`src/rtl/pi_request_queue_pkg.sv`:
```
// Shared definitions for the Pi request queue: register indices, commit word
// decode positions, queue entry layout and size codes.
package pi_request_queue_pkg;

  localparam logic [2:0] PI_REG_DATA_LO = 3'd0;
  localparam logic [2:0] PI_REG_DATA_HI = 3'd1;
  localparam logic [2:0] PI_REG_ADDR_LO = 3'd2;
  localparam logic [2:0] PI_REG_ADDR_HI = 3'd3;

  localparam logic [1:0] SIZE_BYTE_WORD = 2'b01;
  localparam logic [1:0] SIZE_LONG      = 2'b11;

  // Bit positions inside the 16-bit commit word written to PI_REG_ADDR_HI
  localparam int unsigned CMD_ADDR_HI_LSB = 0;
  localparam int unsigned CMD_SIZE_LSB    = 8;
  localparam int unsigned CMD_READ_BIT    = 10;
  localparam int unsigned CMD_FC_LSB      = 11;

  // Queue entry, MSB first: fc | read | size | addr | wdata
  typedef struct packed {
    logic [2:0]  fc;
    logic        read;
    logic [1:0]  size;
    logic [23:0] addr;
    logic [31:0] wdata;
  } req_entry_t;

  localparam int unsigned ENTRY_W         = $bits(req_entry_t);
  localparam int unsigned ENTRY_WDATA_LSB = 0;
  localparam int unsigned ENTRY_ADDR_LSB  = 32;
  localparam int unsigned ENTRY_SIZE_LSB  = 56;
  localparam int unsigned ENTRY_READ_BIT  = 58;
  localparam int unsigned ENTRY_FC_LSB    = 59;

  typedef enum logic {
    ISSUE_IDLE,
    ISSUE_WAIT
  } issue_state_t;

  function automatic req_entry_t build_entry(input logic [15:0] cmd,
                                             input logic [15:0] addr_lo,
                                             input logic [31:0] wdata);
    req_entry_t e;
    e.fc    = cmd[CMD_FC_LSB +: 3];
    e.read  = cmd[CMD_READ_BIT];
    e.size  = cmd[CMD_SIZE_LSB +: 2];
    e.addr  = {cmd[CMD_ADDR_HI_LSB +: 8], addr_lo};
    e.wdata = wdata;
    return e;
  endfunction

endpackage

```
`src/rtl/pi_request_queue_if.sv`:
```
// Request/completion channel between the Pi request queue and the 68k bus engine.
interface pi_request_queue_if #(
  parameter int unsigned ADDR_W = 24
);
  logic              req_valid;
  logic              req_ready;
  logic [ADDR_W-1:0] req_addr;
  logic [1:0]        req_size;
  logic              req_read;
  logic [2:0]        req_fc;
  logic [31:0]       req_wdata;
  logic              bus_done;
  logic              bus_berr;
  logic [31:0]       bus_rdata;

  modport master (
    output req_valid, req_addr, req_size, req_read, req_fc, req_wdata,
    input  req_ready, bus_done, bus_berr, bus_rdata
  );

  modport slave (
    input  req_valid, req_addr, req_size, req_read, req_fc, req_wdata,
    output req_ready, bus_done, bus_berr, bus_rdata
  );
endinterface

```
`src/rtl/pi_req_fifo.sv`:
```
// Synchronous first-word-fall-through FIFO with flush. Pointers carry one
// extra wrap bit so count is a plain pointer difference.
module pi_req_fifo #(
  parameter int unsigned DEPTH = 8,
  parameter int unsigned WIDTH = 62
) (
  input  logic                     clk,
  input  logic                     rst_n,
  input  logic                     push,
  input  logic [WIDTH-1:0]         wdata,
  input  logic                     pop,
  input  logic                     flush,
  output logic [WIDTH-1:0]         rdata,
  output logic [$clog2(DEPTH):0]   count,
  output logic                     full,
  output logic                     empty
);
  localparam int unsigned IDX_W = $clog2(DEPTH);
  localparam int unsigned PTR_W = IDX_W + 1;

  logic [PTR_W-1:0] wr_ptr;
  logic [PTR_W-1:0] rd_ptr;
  logic [WIDTH-1:0] mem [DEPTH];
  logic             do_push;
  logic             do_pop;

  // A push at full is dropped even when a pop frees a slot the same cycle
  assign do_push = push && !full && !flush;
  assign do_pop  = pop && !empty;

  assign count = wr_ptr - rd_ptr;
  assign full  = (count == PTR_W'(DEPTH));
  assign empty = (count == '0);
  assign rdata = mem[rd_ptr[IDX_W-1:0]];

  // Pointer update; flush wins over push and pop
  always_ff @(posedge clk or negedge rst_n) begin
    if (!rst_n) begin
      wr_ptr <= '0;
      rd_ptr <= '0;
    end else if (flush) begin
      wr_ptr <= '0;
      rd_ptr <= '0;
    end else begin
      if (do_push) wr_ptr <= wr_ptr + PTR_W'(1);
      if (do_pop)  rd_ptr <= rd_ptr + PTR_W'(1);
    end
  end

  // Storage write; cleared on reset so head fields read as zero
  always_ff @(posedge clk or negedge rst_n) begin
    if (!rst_n) begin
      for (int unsigned i = 0; i < DEPTH; i++) mem[i] <= '0;
    end else if (do_push) begin
      mem[wr_ptr[IDX_W-1:0]] <= wdata;
    end
  end
endmodule

```
`src/rtl/pi_request_queue.sv`:
```
// Collects Pi register writes into complete 68k bus requests, queues them and
// issues one at a time to the bus engine, capturing read data and status.
module pi_request_queue
  import pi_request_queue_pkg::*;
#(
  parameter int unsigned DEPTH  = 8,
  parameter int unsigned ADDR_W = 24
) (
  input  logic                   sys_clk,
  input  logic                   nSYS_RESET,
  input  logic                   pi_wr_strobe,
  input  logic [2:0]             pi_a,
  input  logic [15:0]            pi_data_in,
  input  logic                   q_flush,
  input  logic                   status_clear,
  pi_request_queue_if.master     bus,
  output logic [31:0]            rd_data,
  output logic                   rd_valid,
  output logic [$clog2(DEPTH):0] q_count,
  output logic                   q_full,
  output logic                   busy,
  output logic                   overflow_flag,
  output logic                   berr_flag
);
  logic [15:0]        wdata_lo;
  logic [15:0]        wdata_hi;
  logic [15:0]        addr_lo;
  logic               commit;
  logic               commit_read;
  req_entry_t         new_entry;
  req_entry_t         head;
  logic [ENTRY_W-1:0] head_bits;
  logic               fifo_empty;
  logic               handshake;
  logic               in_flight;
  logic               inflight_read;
  logic               done_ok;
  issue_state_t       state;
  issue_state_t       state_next;

  assign commit      = pi_wr_strobe && (pi_a == PI_REG_ADDR_HI);
  assign commit_read = commit && pi_data_in[CMD_READ_BIT];
  assign new_entry   = build_entry(pi_data_in, addr_lo, {wdata_hi, wdata_lo});
  assign head        = req_entry_t'(head_bits);

  // Staging registers; they persist across commits for reuse
  always_ff @(posedge sys_clk or negedge nSYS_RESET) begin
    if (!nSYS_RESET) begin
      wdata_lo <= '0;
      wdata_hi <= '0;
      addr_lo  <= '0;
    end else if (pi_wr_strobe) begin
      case (pi_a)
        PI_REG_DATA_LO: wdata_lo <= pi_data_in;
        PI_REG_DATA_HI: wdata_hi <= pi_data_in;
        PI_REG_ADDR_LO: addr_lo  <= pi_data_in;
        default: ;
      endcase
    end
  end

  pi_req_fifo #(
    .DEPTH (DEPTH),
    .WIDTH (ENTRY_W)
  ) u_fifo (
    .clk   (sys_clk),
    .rst_n (nSYS_RESET),
    .push  (commit),
    .wdata (new_entry),
    .pop   (handshake),
    .flush (q_flush),
    .rdata (head_bits),
    .count (q_count),
    .full  (q_full),
    .empty (fifo_empty)
  );

  assign in_flight = (state == ISSUE_WAIT);
  assign handshake = bus.req_valid && bus.req_ready;
  assign done_ok   = bus.bus_done && in_flight;

  assign bus.req_valid = !fifo_empty && !in_flight;
  assign bus.req_addr  = ADDR_W'(head.addr);
  assign bus.req_size  = head.size;
  assign bus.req_read  = head.read;
  assign bus.req_fc    = head.fc;
  assign bus.req_wdata = head.wdata;

  assign busy = (q_count != '0) || in_flight;

  // Issue state register
  always_ff @(posedge sys_clk or negedge nSYS_RESET) begin
    if (!nSYS_RESET) state <= ISSUE_IDLE;
    else             state <= state_next;
  end

  // One outstanding request: accept on handshake, release on bus_done
  always_comb begin
    state_next = state;
    case (state)
      ISSUE_IDLE: if (handshake)    state_next = ISSUE_WAIT;
      ISSUE_WAIT: if (bus.bus_done) state_next = ISSUE_IDLE;
      default:                      state_next = ISSUE_IDLE;
    endcase
  end

  // Remember whether the issued request is a read
  always_ff @(posedge sys_clk or negedge nSYS_RESET) begin
    if (!nSYS_RESET)    inflight_read <= 1'b0;
    else if (handshake) inflight_read <= head.read;
  end

  // Read completion capture; a committed read invalidates the previous result
  always_ff @(posedge sys_clk or negedge nSYS_RESET) begin
    if (!nSYS_RESET) begin
      rd_data  <= '0;
      rd_valid <= 1'b0;
    end else if (done_ok && inflight_read) begin
      rd_data  <= bus.bus_rdata;
      rd_valid <= 1'b1;
    end else if (commit_read) begin
      rd_valid <= 1'b0;
    end
  end

  // Sticky status flags; a set beats a concurrent clear
  always_ff @(posedge sys_clk or negedge nSYS_RESET) begin
    if (!nSYS_RESET) begin
      overflow_flag <= 1'b0;
      berr_flag     <= 1'b0;
    end else begin
      if (commit && q_full)         overflow_flag <= 1'b1;
      else if (status_clear)        overflow_flag <= 1'b0;
      if (done_ok && bus.bus_berr)  berr_flag     <= 1'b1;
      else if (status_clear)        berr_flag     <= 1'b0;
    end
  end
endmodule

```
`src/flat_wrapper.sv`:
```
// flat-port wrapper written by rule: the top's interface ports become plain ports
module pi_request_queue_flat import pi_request_queue_pkg::*;
#(
  parameter int unsigned DEPTH  = 8,
  parameter int unsigned ADDR_W = 24
)
  (sys_clk, nSYS_RESET, pi_wr_strobe, pi_a, pi_data_in, q_flush, status_clear, rd_data, rd_valid, q_count, q_full, busy, overflow_flag, berr_flag, bus_req_valid, bus_req_addr, bus_req_size, bus_req_read, bus_req_fc, bus_req_wdata, bus_req_ready, bus_bus_done, bus_bus_berr, bus_bus_rdata);
  pi_request_queue_if #(.ADDR_W(ADDR_W)) bus_i ();
  input  logic sys_clk;
  input  logic nSYS_RESET;
  input  logic pi_wr_strobe;
  input  logic [2:0] pi_a;
  input  logic [15:0] pi_data_in;
  input  logic q_flush;
  input  logic status_clear;
  output logic [31:0] rd_data;
  output logic rd_valid;
  output logic [$clog2(DEPTH):0] q_count;
  output logic q_full;
  output logic busy;
  output logic overflow_flag;
  output logic berr_flag;
  output wire logic [$bits(bus_i.req_valid)-1:0] bus_req_valid;
  output wire logic [$bits(bus_i.req_addr)-1:0] bus_req_addr;
  output wire logic [$bits(bus_i.req_size)-1:0] bus_req_size;
  output wire logic [$bits(bus_i.req_read)-1:0] bus_req_read;
  output wire logic [$bits(bus_i.req_fc)-1:0] bus_req_fc;
  output wire logic [$bits(bus_i.req_wdata)-1:0] bus_req_wdata;
  input wire logic [$bits(bus_i.req_ready)-1:0] bus_req_ready;
  input wire logic [$bits(bus_i.bus_done)-1:0] bus_bus_done;
  input wire logic [$bits(bus_i.bus_berr)-1:0] bus_bus_berr;
  input wire logic [$bits(bus_i.bus_rdata)-1:0] bus_bus_rdata;
  assign bus_req_valid = bus_i.req_valid;
  assign bus_req_addr = bus_i.req_addr;
  assign bus_req_size = bus_i.req_size;
  assign bus_req_read = bus_i.req_read;
  assign bus_req_fc = bus_i.req_fc;
  assign bus_req_wdata = bus_i.req_wdata;
  assign bus_i.req_ready = bus_req_ready;
  assign bus_i.bus_done = bus_bus_done;
  assign bus_i.bus_berr = bus_bus_berr;
  assign bus_i.bus_rdata = bus_bus_rdata;
  pi_request_queue #(.DEPTH(DEPTH), .ADDR_W(ADDR_W)) u_core (.sys_clk(sys_clk), .nSYS_RESET(nSYS_RESET), .pi_wr_strobe(pi_wr_strobe), .pi_a(pi_a), .pi_data_in(pi_data_in), .q_flush(q_flush), .status_clear(status_clear), .bus(bus_i), .rd_data(rd_data), .rd_valid(rd_valid), .q_count(q_count), .q_full(q_full), .busy(busy), .overflow_flag(overflow_flag), .berr_flag(berr_flag));
endmodule
```
`config.mk`:
```
export PLATFORM = sky130hd
export DESIGN_NAME = pi_request_queue_flat
export DESIGN_NICKNAME = d
export VERILOG_FILES = /design/src/rtl/pi_request_queue_pkg.sv /design/src/rtl/pi_request_queue_if.sv /design/src/rtl/pi_req_fifo.sv /design/src/rtl/pi_request_queue.sv /design/src/flat_wrapper.sv
export SDC_FILE = /design/constraint.sdc
export NUM_CORES = 1
export LEC_CHECK = 0
export BUFFER_PORTS_ARGS = -buffer_cell sky130_fd_sc_hd__buf_2
export CAP_MARGIN = 20
export CORE_UTILIZATION = 55
export DETAILED_ROUTE_END_ITERATION = 8
export PLACE_DENSITY = 0.76
export SLEW_MARGIN = 20
export SYNTH_ARGS = -nofsm -noshare
export SYNTH_HDL_FRONTEND = slang
export SYNTH_SLANG_ARGS = --single-unit
export TNS_END_PERCENT = 30
```
`constraint.sdc`:
```
create_clock -name sys_clk -period 3.4 [get_ports sys_clk]
set_clock_uncertainty 0.2 [all_clocks]
set_input_delay 0.51 -clock sys_clk [delete_from_list [all_inputs] [get_ports sys_clk]]
set_output_delay 0.51 -clock sys_clk [all_outputs]
set_load 0.005 [all_outputs]
```
## Word-level counts from Yosys, hierarchy flattened

Cells that the tools add are included.

| word-level totals | value |
|---|---|
| memories kept | 0 |
| output and inout bits | 104 |
| memory bits (writable) | 0 |
| memory bits (read-only) | 0 |
| register bits | 589 |
| bits in latches | 0 |

| cells by class | value |
|---|---|
| bitwise operators | 3 |
| mux-type cells | 18 |
| shifts and indexed selects | 0 |
| eq/ne operators | 4 |
| $mul | 0 |
| divide/modulo/power cells | 0 |
| add/subtract/negate cells | 3 |
| $lt $le $gt $ge | 3 |
| reduce and logical (&&, ||, !) cells | 28 |

Operator list:

| cell | count |
|---|---|
| bitwise mux 496 bit | 1 |
| binary-select mux 62 bit (select 3 bit) | 1 |
| demux 62 bit (select 3 bit) | 1 |
| 2-to-1 mux 62 bit | 3 |
| 2-to-1 mux 4 bit | 4 |
| logical AND 1 bit | 12 |
| nonzero test 2 bit | 5 |
| adder 4 x 1 -> 4 bit (second input constant) | 2 |
| greater-or-equal comparator 4 bit (second input constant) | 2 |
| inverter 3 -> 4 bit | 2 |
| 2-to-1 mux 1 bit | 7 |
| == test 3 x 2 -> 1 bit (second input constant) | 2 |
| AND reduction 2 bit | 3 |
| == test 4 bit (second input constant) | 1 |
| zero test 1 bit | 4 |
| zero test 4 bit | 1 |
| < comparator 4 x 1 -> 1 bit (second input constant) | 1 |
| nonzero test 4 bit | 1 |
| subtractor 4 bit | 1 |
| == test 3 x 1 -> 1 bit (second input constant) | 1 |
| zero test 3 bit | 1 |
| case mux 1 bit (2 select lines) | 1 |
| logical OR 1 bit | 1 |
| inverter 1 bit | 1 |

## Longest topological paths before layout

Gate-level depths: netlist of run 1.

| logic depth | value |
|---|---|
| depth in word-level cells | 8 |
| gate-level depth with buffers | 12 |
| mapped depth without buffers | 9 |

## By module

From an unflattened synthesis of run 1, not the netlist that was laid out.

| second synthesis, totals | value |
|---|---|
| cell total of the unflattened synthesis | 1663 |
| area, all modules | 26686.8 um2 |

Modules (own cells, without submodules):

| module | area an instance (um2) | cells an instance | seq. area each (um2) | instances |
|---|---|---|---|---|
| pi_req_fifo | 23436.2 | 1471 | 12612.1 | 1 |
| pi_request_queue | 3250.6 | 192 | 2127.0 | 1 |

## Worst setup path before layout of run 1

OpenSTA, ideal clock, no wires.

| timing path | value |
|---|---|
| path type | reg-to-reg |
| start point | reg u_core.u_fifo.rd_ptr[1] |
| end point | reg u_core.u_fifo.mem[249] in the netlist's numbering |
| stages on the path, launching flop included | 13 |
| slack | -303 ps |
| required time | 3075 ps |
| library setup time | 125 ps |
| path buffers | 5 |
| arrival time | 3378 ps |
| path through | dfrtp_1 clkbuf_1 clkbuf_1 buf_1 inv_1 fa_1 xor2_2 nor3_2 a31oi_4 and4b_1 buf_6 buf_12 mux2_4 |

| on the way | value |
|---|---|
| word-level cells in the longest chain between the ends | 5 |

Ends and longest elaborated chain:

| item | RTL line | text |
|---|---|---|
| from (decl) | pi_req_fifo.sv:22 | `logic [PTR_W-1:0] rd_ptr;` |
| from (signal assigned) | pi_req_fifo.sv:46 | `if (do_pop) rd_ptr <= rd_ptr + PTR_W'(1);` |
| subtractor 4 bit | pi_req_fifo.sv:31 | `assign count = wr_ptr - rd_ptr;` |
| net q_count[2] | flat_wrapper.sv:18 | `output logic [$clog2(DEPTH):0] q_count;` |
| == test 4 bit | pi_req_fifo.sv:32 | `assign full = (count == PTR_W'(DEPTH));` |
| zero test 1 bit | pi_req_fifo.sv:28 | `assign do_push = push && !full && !flush;` |
| logical AND 1 bit (2 in a row) | pi_req_fifo.sv:28 |  |
| to (signal, indexed assignment) | pi_req_fifo.sv:55 | `mem[wr_ptr[IDX_W-1:0]] <= wdata;` |
| to (decl) | pi_req_fifo.sv:23 | `logic [WIDTH-1:0] mem [DEPTH];` |

The timed path passes the listed nets, and every way through them passes these cells.
A chain may end at the register's enable or synchronous reset.

## Final worst setup path of run 1

| timing path | value |
|---|---|
| start point | reg u_core.u_fifo.rd_ptr[0] |
| end point | out q_full |

| on the way | value |
|---|---|
| word-level cells in the longest chain between the ends | 2 |

Ends and longest elaborated chain:

| item | RTL line | text |
|---|---|---|
| subtractor 4 bit | pi_req_fifo.sv:31 |  |
| == test 4 bit | pi_req_fifo.sv:32 |  |
| to (decl) | flat_wrapper.sv:19 | `output logic q_full;` |

No other way between the ends.

==> results of run 1 <==
-- cells in the mapped netlist (all sizes together) --
| cell | n | area, um2 |
|---|---|---|
| nor4b | 1 | 15.0 |
| xor2 | 2 | 25.0 |
| nor3 | 2 | 15.0 |
| and3b | 1 | 8.76 |
| mux4 | 124 | 2790 |
| mux2 | 579 | 6750 |
| dfrtp | 589 | 14700 |
| nand3b | 1 | 7.51 |
| a31o | 1 | 8.76 |
| nand4 | 4 | 55.1 |
| a21oi | 3 | 15.0 |
| a21o | 1 | 7.51 |
| nand3 | 8 | 45.0 |
| o21ba | 1 | 10.0 |
| o21ai | 4 | 20.0 |
| buf | 67 | 425 |
| nand4b | 3 | 41.3 |
| o22ai | 2 | 12.5 |
| fa | 1 | 20.0 |
| nor2 | 10 | 37.5 |
| inv | 10 | 37.5 |
| nor3b | 1 | 7.51 |
| xnor2 | 3 | 26.3 |
| nor4bb | 2 | 20.0 |
| nand2 | 190 | 713 |
| nand2b | 1 | 6.26 |
| a31oi | 2 | 27.5 |
| clkbuf | 49 | 184 |
| and3 | 2 | 12.5 |
| and4b | 1 | 10.0 |
| ha | 5 | 62.6 |
| mux2i | 2 | 20.0 |
| nor2b | 2 | 12.5 |
-- through the flow --
step,worst slack (ps),cells
2_1_floorplan,77.1,1674
3_3_place_gp,287,2382
3_5_place_dp,258,2382
4_1_cts,32.7,2528
5_1_grt,-4.81,2530
6_report,66.5,2530
-- cells by family (layout without fill, tap and decap cells) --
kind of cell	Yosys count	count (layout)	synth area share, %
compound gates	14	14	0.387
xor+xnor	5	5	0.196
fa+ha+maj	6	6	0.315
buf+inv	126	375	2.47
flops	589	589	56.3
mux	705	705	36.5
simple gates	229	229	3.85
-- flip-flops by register name, indices dropped and copies added (netlist names) --
| name | flops |
|---|---|
| u_core.addr_lo | 16 |
| u_core.wdata_hi | 16 |
| u_core.rd_valid | 1 |
| u_core.wdata_lo | 16 |
| u_core.in_flight | 1 |
| u_core.overflow_flag | 1 |
| u_core.u_fifo.wr_ptr | 4 |
| u_core.rd_data | 32 |
| u_core.berr_flag | 1 |
| u_core.u_fifo.rd_ptr | 4 |
| u_core.inflight_read | 1 |
| u_core.u_fifo.mem | 496 |
-- worst max path at each step --
stage | from | to | slack, ps | cells after the start
3_5_place_dp | u_core.u_fifo.wr_ptr[0] | u_core.u_fifo.mem[419] | 260 | 11
2_1_floorplan | u_core.u_fifo.rd_ptr[1] | u_core.u_fifo.mem[249] | 80 | 12
6_report | u_core.u_fifo.rd_ptr[0] | q_full | 70 | 8
3_3_place_gp | u_core.u_fifo.wr_ptr[0] | u_core.u_fifo.mem[412] | 290 | 11
5_1_grt | u_core.u_fifo.wr_ptr[0] | q_full | -5 | 10
4_1_cts | u_core.u_fifo.rd_ptr[0] | bus_req_wdata[30] | 30 | 7
-- worst register-to-register path, cell delays in order (launching register included) --
cell and delay (ps):
dfrtp_1 370, inv_1 90, ha_1 200, inv_1 70
fa_2 360, xor2_2 230, nor3_4 70, buf_4 150
a31oi_4 300, and4b_4 340, buf_12 320, mux2_2 430
-- cell type report --
type                    count  area (um2)  area share (%)
repair buffers            260        2130            6.98
clock buffers              92        1820            5.97
multi-input cells         959       10900            35.7
flip-flops and latches    589       14700            48.3
clock inverters            13         108           0.353
inverters                  10        37.5           0.123
well taps                 607         759            2.49
-- power by group through the flow --
stage | clock (uW) | combinational [uW] | sequential (uW)
floorplan | 0 | 2080 | 8240
global placement | 0 | 3410 | 8390
CTS | 6550 | 3630 | 8320
finish | 6430 | 3630 | 8350
detailed placement | 0 | 3470 | 8440
global route | 6800 | 3960 | 8450
-- layer usage --
| metal | share of wire, % | vias to the layer above | global-route usage (%) |
|---|---|---|---|
| li1 | - | 6484 | - |
| met4 | 2.5 | 0 | 7.10 |
| met1 | 42 | 8202 | 35.3 |
| met5 | 0 | - | 0 |
| met3 | 4.5 | 100 | 4.36 |
| met2 | 51 | 353 | 44.2 |
-- timing repair --
| item | in CTS | in global routing |
|---|---|---|
| setup endpoints to repair | 42 | 16 |
| pin swaps | 1 | 1 |
| gates resized for setup | 10 | 3 |
| setup buffers | 3 | 0 |
| hold buffers | 36 | 0 |
| gates cloned | 2 | 2 |
| hold endpoints to repair | 98 | 0 |
==> impl_results.md, run 1 <==
* Hold WC Path Type: in -> reg
* Post-DP HPWL at 35700 um
* Gr ovfl total at 0
* Mapped Nets at 1739
* Total of warnings raised by yosys at 0
* Mean post-synth cell area at 15.6 um2
* Post-DRT Antenna Nets at 0
* Tmin final at 3330 ps
* Worst EP required at 2690 ps
* Status: complete, but fails checks
* Reg2reg end: u_core.u_fifo.mem[309]
* Starting Density at 56.0%
* Final Hold Slack at 49.3 ps
* Switching Fraction at 27.3%
* Total I/O pin count at 163
* Sink of the worst hold path: u_core.u_fifo.wr_ptr[1]
* Final Net Count at 1944
* Die Y at 220 um
* Vias in the first global route at 16262
* Max frequency at 0.300 GHz
* Total wire length at 61400 um
* Rel. slew slack at 32.7%
* DR DRC count at 12
* Worst reg-to-reg path cell count at 11
* Most common cell after layout, fill and taps aside: dfrtp_1
* Root Buffer: clkbuf_16
* Layout cell share with drive strength beyond 1 at 53.5%
* Largest net degree at the start of global routing at 128
* Die Area at 48500 um2
* Worst Path Arrival at 2620 ps
* R2r startpoint: u_core.u_fifo.wr_ptr[0]
* CTS tree: yes
* CP Max Fanout at 5
* Final setup fails at 0
* Die width at 220 um
* Routability cong. at 0.770
* Core area at 46800 um2
* #FFs+latches synth at 589
* Max-Cap Viols at 0
* PortBufs at 162
* Vias at 15139
* Tot GR Track Use at 26.2%
* Slowest CP cell: dfrtp_4
* Setup repair after global routing missed its margin: true
* Reg power frac at 45.4%
* R2R Setup Slk at 160 ps
* HP Start: q_flush
* Pins Over Slew Limit at 0
* Finished layout cell area at 30500 um2
* P_sw at 5030 uW
* Util after Layout at 65.2%
* Pwr dens at 603 nW/um2
* Site row count at 79
* TritonCTS buffer count at 59
* Largest stage delay, worst path at 480 ps
* Syn Inst Count at 1674
* Initial antenna violation count at 3
* Max IR drop VDD at 399 uV
* DP Area at 28000 um2
* CTS H-tree lvls at 2
* Most frequent cells in the layout: 586 x dfrtp_1, 503 x mux2_2, 189 x nand2_1
* Initial DRC Count at 938
* Maximum clock insertion buffer count at 3
* Violated checks: DRC
* # fillers at 3260
* Clk Latency, worst-skew pair at 620 ps
* Synth Cell Area at 26200 um2
* CP Cell Sequence: ha_1, inv_1, fa_2, nor3_4, nand3_2, buf_6, inv_2, buf_2
* Final worst path period share at 98.0%
* Setup TNS at 0 ps
* Comb pwr share at 19.7%
* First-pass GRT wire length at 95800 um
* Clock tree sinks at 589
* Sequential-to-total area share from yosys stat at 56.3%
* Hold depth at 2
* Worst-margin pin slew at 1010 ps
* Crit Path Category: reg -> out
* WL per Instance at 24.3 um
* WP buf/inv at 4
* Leakage at 0.0151 uW
* Cell-internal power at 13400 uW
* Clk pin slew, worst setup/hold paths at 60 ps
* Final hold violations at 0
* P&R area growth vs syn at 16.5%
* Via/cell ratio at 5.98
* Clock Power Share at 34.9%
* Detailed Routing Iterations Pass 1 at 6
* Diodes inserted at 0
* Kind of end point of the critical path: output port
* Crit path max-delay family: adder cells
* Total power at 18400 uW
* Critical Path Start Type: flip-flop
* Synth cell types at 45
Note: power is estimated with default switching activity, not from simulation.
==> run 2: changes to the inputs <==
==> constraint.sdc (replaced) <==
create_clock -name sys_clk -period 3.4 [get_ports sys_clk]
set_clock_uncertainty 0.2 [all_clocks]
set_input_delay 0.68 -clock sys_clk [delete_from_list [all_inputs] [get_ports sys_clk]]
set_output_delay 0.68 -clock sys_clk [all_outputs]
set_load 0.005 [all_outputs]
==> run 2 against run 1 <==
Against the previous run:
- the run ends with DRC, setup timing left
- global-route usage is 0.30 points higher
- fmax down 3.2%
- clock power rose by 4.5%
- worst setup slack worse by 110 ps
- highest routed layer unchanged
- non-clock buffer count fell by 15
- hold slack better by 36 ps
- critical endpoint unchanged
- sequential power hardly changed
- final cell count decreased by 0.47%
- die area unchanged
- count of clock-buffer cells in the layout down 1
- via count fell by 0.39%
- cell area hardly changed
==> impl_results.md, run 2 (synthesis results as in run 1) <==
* Status: complete, but fails checks
* Violated checks: DRC, setup timing
* CP Cell Sequence: ha_4, inv_2, fa_2, nor3_4, nand3_2, buf_8, inv_2, buf_2
* Setup TNS at -67.3 ps
* Setup repair after global routing missed its margin: true
* Most common cell after layout, fill and taps aside: dfrtp_1
* Hold WC Path Type: in -> reg
* Most frequent cells in the layout: 586 x dfrtp_1, 503 x mux2_2, 178 x nand2_1
* Post-DP HPWL at 36000 um
* Pre-CTS setup slack at 209 ps
* Met1 Track Usage GR at 35.4%
* Largest stage delay, worst path at 520 ps
* P_sw at 5000 uW
* Comb pwr share at 19.6%
* Vias in the first global route at 16225
* DR DRC count at 12
* Final worst path period share at 101%
* WL per Instance at 24.5 um
* WP buf/inv at 4
* Met2 usage at 44.2%
* P&R area growth vs syn at 16.5%
* Slowest CP cell: dfrtp_4
* Crit Path Category: reg -> out
* Worst-margin pin slew at 1050 ps
* Final hold violations at 0
* PnR worst setup slack at -44.9 ps
* Vias at 15080
* Final Net Count at 1929
* # fillers at 3226
* Util after Layout at 65.3%
* Die width at 220 um
* Worst EP required at 2520 ps
* Grt met3 use at 3.55%
* Clk Latency, worst-skew pair at 620 ps
* CP Max Fanout at 4
* Worst Path Arrival at 2560 ps
* Layout cell share with drive strength beyond 1 at 55.9%
* Via/cell ratio at 5.99
* Critical Path Start Type: flip-flop
* Clock tree sinks at 589
* Pins Over Slew Limit at 0
* Die Y at 220 um
* Root Buffer: clkbuf_16
* Routability cong. at 0.792
* Total wire length at 61600 um
* Initial antenna violation count at 5
* Kind of end point of the critical path: output port
* PortBufs at 162
* CTS tree: yes
* Site row count at 79
* Die Area at 48500 um2
* R2R Setup Slk at 200 ps
* Maximum clock insertion buffer count at 3
* First-pass GRT wire length at 95900 um
* Clock Power Share at 35.9%
* Largest net degree at the start of global routing at 128
* Leakage at 0.0151 uW
* Switching Fraction at 26.7%
* Tot GR Track Use at 26.5%
* Max frequency at 0.290 GHz
* GRT busiest layer: met2
* Crit path max-delay family: adder cells
* Most frequent CP cell: inv_2
* Max reg flops at 496
* CTS H-tree lvls at 2
* Rel. slew slack at 29.8%
* Clk pin slew, worst setup/hold paths at 60 ps
* Biggest register: u_core.u_fifo.mem
* TritonCTS buffer count at 59
* Gr ovfl total at 0
* Initial DRC Count at 1075
* Post-DRT Antenna Nets at 0
* Core area at 46800 um2
* Detailed Routing Iterations Pass 1 at 7
* Pwr dens at 613 nW/um2
* Max-Cap Viols at 0
* Max IR drop VDD at 382 uV
* Reg power frac at 44.5%
* Cell-internal power at 13700 uW
* Final setup fails at 3
* Largest registers: u_core.u_fifo.mem x496, u_core.rd_data x32
* Tmin final at 3440 ps
* Total I/O pin count at 163
* Starting Density at 56.0%
-- run 2: worst paths after layout --
kind | from | end | cells after the start
worst max-delay path | u_core.u_fifo.rd_ptr[0] | q_full | 8
worst min-delay path | bus_bus_rdata[13] | u_core.rd_data[13] | 2
worst max register to register | u_core.u_fifo.rd_ptr[0] | u_core.u_fifo.mem[248] | 10
worst min register to register | u_core.u_fifo.mem[59] | u_core.u_fifo.mem[59] | 1
max in group asynchronous | nSYS_RESET | u_core.u_fifo.mem[285] | 3
min in group asynchronous | nSYS_RESET | u_core.u_fifo.mem[318] | 2
-- run 2: cell type report --
class | instances | area, um2 | share of cell area, %
sequential | 589 | 14700 | 48.3
tap | 607 | 759 | 2.49
clock buffer | 91 | 1830 | 5.99
antenna | 1 | 2.50 | 0.00820
multi-input combinational | 959 | 10900 | 35.9
inverter | 10 | 37.5 | 0.123
clock inverter | 16 | 201 | 0.660
timing repair buffer | 245 | 1990 | 6.53
-- run 2: power groups by stage --
stage	Sequential [uW]	Combinational (uW)	Clock, uW
2_1_floorplan	8240	2080	0
3_3_place_gp	8350	3370	0
3_5_place_dp	8410	3440	0
4_1_cts	8310	3640	6820
5_1_grt	8420	4010	7110
6_report	8320	3670	6720
-- run 2: layer usage --
metal | vias to the layer above | part of all wire [%]
met5 | - | 0
met4 | 0 | 3.5
met3 | 110 | 4.5
met2 | 356 | 50
met1 | 8144 | 42
li1 | 6470 | -
-- run 2: timing repair --
| action | 4_1_cts | 5_1_grt |
|---|---|---|
| pin swaps | 4 | 4 |
| gates cloned | 3 | 1 |
| hold endpoints to repair | 53 | 0 |
| hold buffers | 1 | 0 |
| setup endpoints to repair | 51 | 29 |
| resized for setup | 28 | 12 |
| setup buffers | 4 | 9 |
-- run 2: stage by stage --
step / hold slack (ps) / area [um2] / total power (uW) / instances
after floorplan: 184 / 26200 / 10300 / 1674
after global placement: 269 / 28100 / 11700 / 2392
final: 84.9 / 30500 / 18700 / 2518
after CTS: 51.5 / 30400 / 18800 / 2507
after global routing: 73.9 / 30500 / 19500 / 2518
after detailed placement: 279 / 28100 / 11900 / 2392
